[config.mk]
export PLATFORM = sky130hd
export DESIGN_NAME = regfile_wb_arbiter
export DESIGN_NICKNAME = d
export VERILOG_FILES = /design/src/rtl/regfile_wb_arbiter.sv
export SDC_FILE = /design/constraint.sdc
export NUM_CORES = 1
export LEC_CHECK = 0
export BUFFER_PORTS_ARGS = -buffer_cell sky130_fd_sc_hd__clkbuf_2
export CAP_MARGIN = 20
export CORE_UTILIZATION = 52
export CTS_CLUSTER_DIAMETER = 60
export DETAILED_ROUTE_END_ITERATION = 7
export PLACE_DENSITY = 0.7
export SYNTH_ARGS = -nofsm -noshare
export SYNTH_HDL_FRONTEND = slang
export SYNTH_SLANG_ARGS = --single-unit
[constraint.sdc]
create_clock -name clk -period 7.3 [get_ports clk]
set_input_delay 1.095 -clock clk [delete_from_list [all_inputs] [get_ports clk]]
set_output_delay 1.095 -clock clk [all_outputs]
set_load 0.05 [all_outputs]
[src/rtl/regfile_wb_arbiter.sv]
// regfile_wb_arbiter: merges the single-cycle ALU result (port A) and the
// buffered multi-cycle result (port B) onto the register file write port.
// Port A always wins. Port B waits in a small FIFO. A younger A write kills
// older queued B writes to the same register. Pending-write queries let the
// issue logic stall on registers that still have writes queued or in flight.
module regfile_wb_arbiter #(
  parameter int DEPTH  = 4,
  parameter int STARVE = 8
) (
  input  logic                   clk,
  input  logic                   rst,
  input  logic                   a_valid,
  input  logic [4:0]             a_wa,
  input  logic [31:0]            a_wd,
  output logic                   a_stall,
  input  logic                   b_valid,
  output logic                   b_ready,
  input  logic [4:0]             b_wa,
  input  logic [31:0]            b_wd,
  input  logic [4:0]             q_ra1,
  input  logic [4:0]             q_ra2,
  output logic                   q_pend1,
  output logic                   q_pend2,
  output logic                   we,
  output logic [4:0]             wa,
  output logic [31:0]            wd,
  output logic [$clog2(DEPTH):0] count
);
  localparam int PW = $clog2(DEPTH);
  localparam int CW = PW + 1;
  localparam int SW = $clog2(STARVE + 1);
  localparam logic [PW-1:0] PTR_ONE    = PW'(1);
  localparam logic [CW-1:0] CNT_ONE    = CW'(1);
  localparam logic [CW-1:0] CNT_FULL   = CW'(DEPTH);
  localparam logic [CW-1:0] CNT_ZERO   = {CW{1'b0}};
  localparam logic [SW-1:0] STARVE_MAX = SW'(STARVE);
  localparam logic [SW-1:0] STARVE_ONE = SW'(1);
  localparam logic [SW-1:0] STARVE_ZERO = {SW{1'b0}};

  // FIFO storage; live_r marks occupied entries that have not been killed
  logic [4:0]       ent_wa_r [DEPTH];
  logic [31:0]      ent_wd_r [DEPTH];
  logic [DEPTH-1:0] live_r;
  logic [PW-1:0]    head_r;
  logic [PW-1:0]    tail_r;
  logic [SW-1:0]    starve_r;
  logic [SW-1:0]    starve_nxt_s;
  logic             a_win_s;
  logic             push_s;
  logic             pop_s;
  logic             head_live_s;
  logic             empty_s;

  // Decode arbitration winner and the FIFO push/pop handshakes
  always_comb begin
    empty_s     = (count == CNT_ZERO);
    b_ready     = (count != CNT_FULL);
    a_win_s     = a_valid && (a_wa != 5'd0);
    push_s      = b_valid && b_ready && (b_wa != 5'd0);
    pop_s       = !a_win_s && !empty_s;
    head_live_s = live_r[head_r];
  end

  // Next value of the starvation counter (saturates at STARVE)
  always_comb begin
    starve_nxt_s = starve_r;
    if (empty_s || pop_s) begin
      starve_nxt_s = STARVE_ZERO;
    end else if (head_live_s && a_win_s) begin
      if (starve_r == STARVE_MAX) begin
        starve_nxt_s = STARVE_MAX;
      end else begin
        starve_nxt_s = starve_r + STARVE_ONE;
      end
    end else begin
      starve_nxt_s = starve_r;
    end
  end

  // Pending-write lookup over live FIFO entries and the write in flight
  always_comb begin
    q_pend1 = we && (wa == q_ra1);
    q_pend2 = we && (wa == q_ra2);
    for (int i = 0; i < DEPTH; i++) begin
      q_pend1 = q_pend1 || (live_r[i] && (ent_wa_r[i] == q_ra1));
      q_pend2 = q_pend2 || (live_r[i] && (ent_wa_r[i] == q_ra2));
    end
    q_pend1 = q_pend1 && (q_ra1 != 5'd0);
    q_pend2 = q_pend2 && (q_ra2 != 5'd0);
  end

  // Write port, FIFO state, kill marking and starvation tracking
  always_ff @(posedge clk) begin
    if (rst) begin
      we       <= 1'b0;
      wa       <= 5'd0;
      wd       <= 32'd0;
      a_stall  <= 1'b0;
      count    <= CNT_ZERO;
      head_r   <= {PW{1'b0}};
      tail_r   <= {PW{1'b0}};
      live_r   <= {DEPTH{1'b0}};
      starve_r <= STARVE_ZERO;
      for (int i = 0; i < DEPTH; i++) begin
        ent_wa_r[i] <= 5'd0;
        ent_wd_r[i] <= 32'd0;
      end
    end else begin
      if (a_win_s) begin
        we <= 1'b1;
        wa <= a_wa;
        wd <= a_wd;
      end else if (pop_s && head_live_s) begin
        we <= 1'b1;
        wa <= ent_wa_r[head_r];
        wd <= ent_wd_r[head_r];
      end else begin
        we <= 1'b0;
      end

      // An accepted A write supersedes older queued writes to the same register
      for (int i = 0; i < DEPTH; i++) begin
        if (a_win_s && live_r[i] && (ent_wa_r[i] == a_wa)) begin
          live_r[i] <= 1'b0;
        end
      end

      if (pop_s) begin
        live_r[head_r] <= 1'b0;
        head_r         <= head_r + PTR_ONE;
      end

      if (push_s) begin
        ent_wa_r[tail_r] <= b_wa;
        ent_wd_r[tail_r] <= b_wd;
        live_r[tail_r]   <= 1'b1;
        tail_r           <= tail_r + PTR_ONE;
      end

      case ({push_s, pop_s})
        2'b10:   count <= count + CNT_ONE;
        2'b01:   count <= count - CNT_ONE;
        default: count <= count;
      endcase

      starve_r <= starve_nxt_s;
      a_stall  <= (starve_nxt_s == STARVE_MAX);
    end
  end

  regfile_wb_arbiter_chk #(.DEPTH(DEPTH)) u_chk (
    .clk     (clk),
    .rst     (rst),
    .a_valid (a_valid),
    .a_stall (a_stall),
    .b_ready (b_ready),
    .we      (we),
    .wa      (wa),
    .count   (count)
  );
endmodule

// regfile_wb_arbiter_chk: protocol and invariant checks for the arbiter
module regfile_wb_arbiter_chk #(
  parameter int DEPTH = 4
) (
  input logic                   clk,
  input logic                   rst,
  input logic                   a_valid,
  input logic                   a_stall,
  input logic                   b_ready,
  input logic                   we,
  input logic [4:0]             wa,
  input logic [$clog2(DEPTH):0] count
);
  localparam int CW = $clog2(DEPTH) + 1;

  a_valid_held_during_stall: assert property (@(posedge clk) disable iff (rst)
    !(a_stall && a_valid));

  no_write_to_r0: assert property (@(posedge clk) disable iff (rst)
    !(we && (wa == 5'd0)));

  count_in_range: assert property (@(posedge clk) disable iff (rst)
    count <= CW'(DEPTH));

  ready_tracks_count: assert property (@(posedge clk) disable iff (rst)
    b_ready == (count != CW'(DEPTH)));
endmodule

==> flow_summary_export.csv <==
group,metric,value,unit
synth,syn_nets,846,
finish,num-fill-cells,1399,
sta,relSlewSlack,28.0,%
finish,seq_area,0.00557,mm2
cts,cts_tree,"built",
synth,synth-xor-area-share,6.70,%
worst_setup_path,critPathKind,"input pin to register",
sta,layout_min_cycle_time,3.91,ns
finish,drive_above_1_share,25.7,%
grt,overflow,0,
worst_setup_path,worstRegToRegCells,6,
routing,final_antenna_net_count,0,
sta,worst_slew_pin_slew,1.08,ns
synth,synth_fa_ha_area_share,1.61,%
place,place_congestion,0.914,
synth,synth_compound_area_share,4.59,%
sta,hold_viol,0,
sta,fin_skew,0.0184,ns
cts,h-tree-depth,1,
floorplanning,design.die.area,0.0194,mm2
sta,setup-violations-final,0,
finish,final_cell_mix,"148 x and2_1, 148 x edfxtp_1, 132 x clkbuf_2, 54 x dfxtp_1, 52 x xor2_1",
power_and_ir_drop,irDropWorstVdd,0.181,mV
place,place_ws,2.90,ns
synth,ys_types,39,
synth,syn-instance-count,746,
grt,grt_use_total,24.8,%
worst_setup_path,worstReg2RegStart,"count[0]",
cts,cts_root_buf,"clkbuf_16",
worst_setup_path,crit_arrival,4.33,ns
routing,viasPerCell,5.64,
cts,cts_resized,0,
worst_setup_path,crit_slowest_cell,"buf_4",
sta,slew_viol_final,0,
worst_setup_path,start_kind,"input pin",
synth,synth_mux_area_share,12.7,%
floorplanning,start_util,53.9,%
sta,layout_setup_ws,3.39,ns
worst_setup_path,slowest_delay,0.67,ns
worst_hold_path,hold_path_depth,2,
sta,fin_crit_sh,53.6,%
cts,cts_buffers,22,
worst_setup_path,worst-path-max-fanout,53,
floorplanning,die-width,139,um
power_and_ir_drop,p_leak,4.51,nW
cts,clockBufferDepth,3,
worst_setup_path,cp-end-kind,"register",
worst_setup_path,required,7.72,ns
grt,grt_max_degree,58,
cts,post_cts_buffers,0,
place,dp_hpwl,14.9,mm
floorplanning,rows,49,
sta,clock.fmax,255,MHz
power_and_ir_drop,power_density,302,mW/mm2
synth,seq_area_frac_synth,56.8,%
outcome,outcome,"completed",
cts,cts_sinks,204,
cts,clk_pin_slew,0.06,ns
worst_setup_path,critical_path.cell_chain,"clkbuf_2 > or4_4 > o21ai_4 > buf_4 > and2b_1 > ha_1 > inv_1 > fa_1 > xor2_1 > or3_1 > a21oi_1",
synth,yosys.area_share.simple,14.5,%
floorplanning,fp.dieH,139,um
worst_setup_path,startpoint,"a_wa[1]",
cts,insertion_delay,0.51,ns
finish,nets,956,
job,cap_viol_max_count,0,
synth,synth_top_family_by_area,"simple AND/OR/NAND/NOR gates",
routing,wl_per_cell,21.3,um
sta,tns,0,ns
synth,synth_seq_cells,204,
sta,rsz0062_at_grt,"no",
place,io_buffer_count,132,
grt,grt_pass1_wl,36.6,mm
floorplanning,coreArea,0.0182,mm2
synth,synth_area,0.00981,mm2
synth,synth_warnings,0,
floorplanning,io_pins,133,
routing,drtIter0Drc,306,
routing,vias,6218,
finish,areaGrowthSynthToFinish,15.4,%
grt,grt_pass1_vias,6544,
worst_hold_path,hold_path.class,"register to register",
synth,avgSynthCellArea,13.1,um2
cts,cts-hold-fix-buffers,0,
routing,route.detailed.drc,0,
routing,finalWirelength,23.4,mm
routing,drt_first_pass_iters,4,
grt,antenna_found_initial,2,
worst_hold_path,min_from,"wd[11]",
finish,multiInputGateArea,0.00397,mm2
layer usage:
| layer | routed length [um] | GRT usage [%] | up-vias |
|---|---|---|---|
| met2 | 11600 | 42.8 | 190 |
| li1 | - | - | 2926 |
| met4 | 576 | 7.78 | 2 |
| met5 | 13 | 0 | - |
| met1 | 9850 | 31.9 | 3059 |
| met3 | 1340 | 4.34 | 41 |
power breakdown:
part	total (W)	internal, W	switching (W)
combinational	0.000917	0.000364	0.000553
sequential	0.00151	0.00140	0.000108
clock	0.000992	0.000559	0.000434
total	0.00342	0.00232	0.00109
cells in the mapped netlist (all sizes together):
cell | instances | area share (%)
fa | 1 | 0.20
a21oi | 11 | 0.56
o22a | 2 | 0.18
inv | 11 | 0.42
a211oi | 36 | 2.8
a31oi | 2 | 0.13
nand4 | 1 | 0.064
buf | 21 | 1.3
a32oi | 1 | 0.089
or2 | 3 | 0.19
xnor2 | 23 | 2.1
ha | 11 | 1.4
or4 | 4 | 0.34
mux2i | 39 | 4.0
clkbuf | 37 | 1.4
nor4 | 21 | 1.3
nand2b | 1 | 0.064
mux4 | 38 | 8.7
nor2 | 47 | 1.8
a32o | 4 | 0.41
nand2 | 3 | 0.14
nor3 | 1 | 0.051
and2 | 148 | 9.4
o21ai | 3 | 0.27
and2b | 1 | 0.077
xor2 | 52 | 4.6
or3 | 1 | 0.064
dfxtp | 56 | 11
and4 | 1 | 0.089
edfxtp | 148 | 45
o211ai | 1 | 0.13
o31ai | 1 | 0.077
nand3 | 16 | 0.82
final timing paths:
kind                    endpoint  slack (ns)
hold reg to reg           wd[11]        0.50
hold / removal            wd[11]        0.50
setup / recovery        count[2]        3.39
setup reg to reg  ent_wd_r[0][8]        4.39
flip-flops by register name, indices dropped and copies added, names as in the netlist, 2 cells and up, named ones only:
register	cells
ent_wa_r	20
count	3
head_r	2
tail_r	2
ent_wd_r	128
wd	32
live_r	4
wa	5
starve_r	4
worst max-delay path, delay by kind of cell:
family | cells | cell delay (ns)
xor+xnor | 1 | 0.16
compound gates | 2 | 0.27
simple gates | 3 | 1.27
buf+inv | 3 | 0.89
fa+ha+maj | 2 | 0.63
final cells by class:
type / instances / area share [%]
clock inverters: 11 / 0.586
well taps: 229 / 2.53
inverters: 11 / 0.365
repair buffers: 144 / 7.08
clock buffers: 29 / 5.10
diodes: 1 / 0.0221
multi-input cells: 473 / 35.1
flip-flops and latches: 204 / 49.2
cells by family (layout without fill, tap and decap cells):
group                    count (synthesis)  in the layout
flip-flops                             204            204
adder cells (fa/ha/maj)                 12             12
AND/OR/NAND/NOR                        248            248
buffers and inverters                   69            195
AO/OA/AOI/OAI                           61             61
multiplexers                            77             77
XOR/XNOR                                75             75
other                                    0              1
metrics by stage:
step	utilization (%)	cells	cell area (um2)	hold slack (ns)	total power, W
2_1_floorplan	-	746	9810	0.508	0.00220
4_1_cts	61.8	1098	11300	0.504	0.00344
5_1_grt	62.1	1101	11300	0.535	0.00356
3_3_place_gp	58.1	1057	10600	0.485	0.00242
3_5_place_dp	58.3	1058	10600	0.496	0.00245
6_report	62.1	1102	11300	0.502	0.00342
No activity file was read; power rests on OpenSTA's default activity.
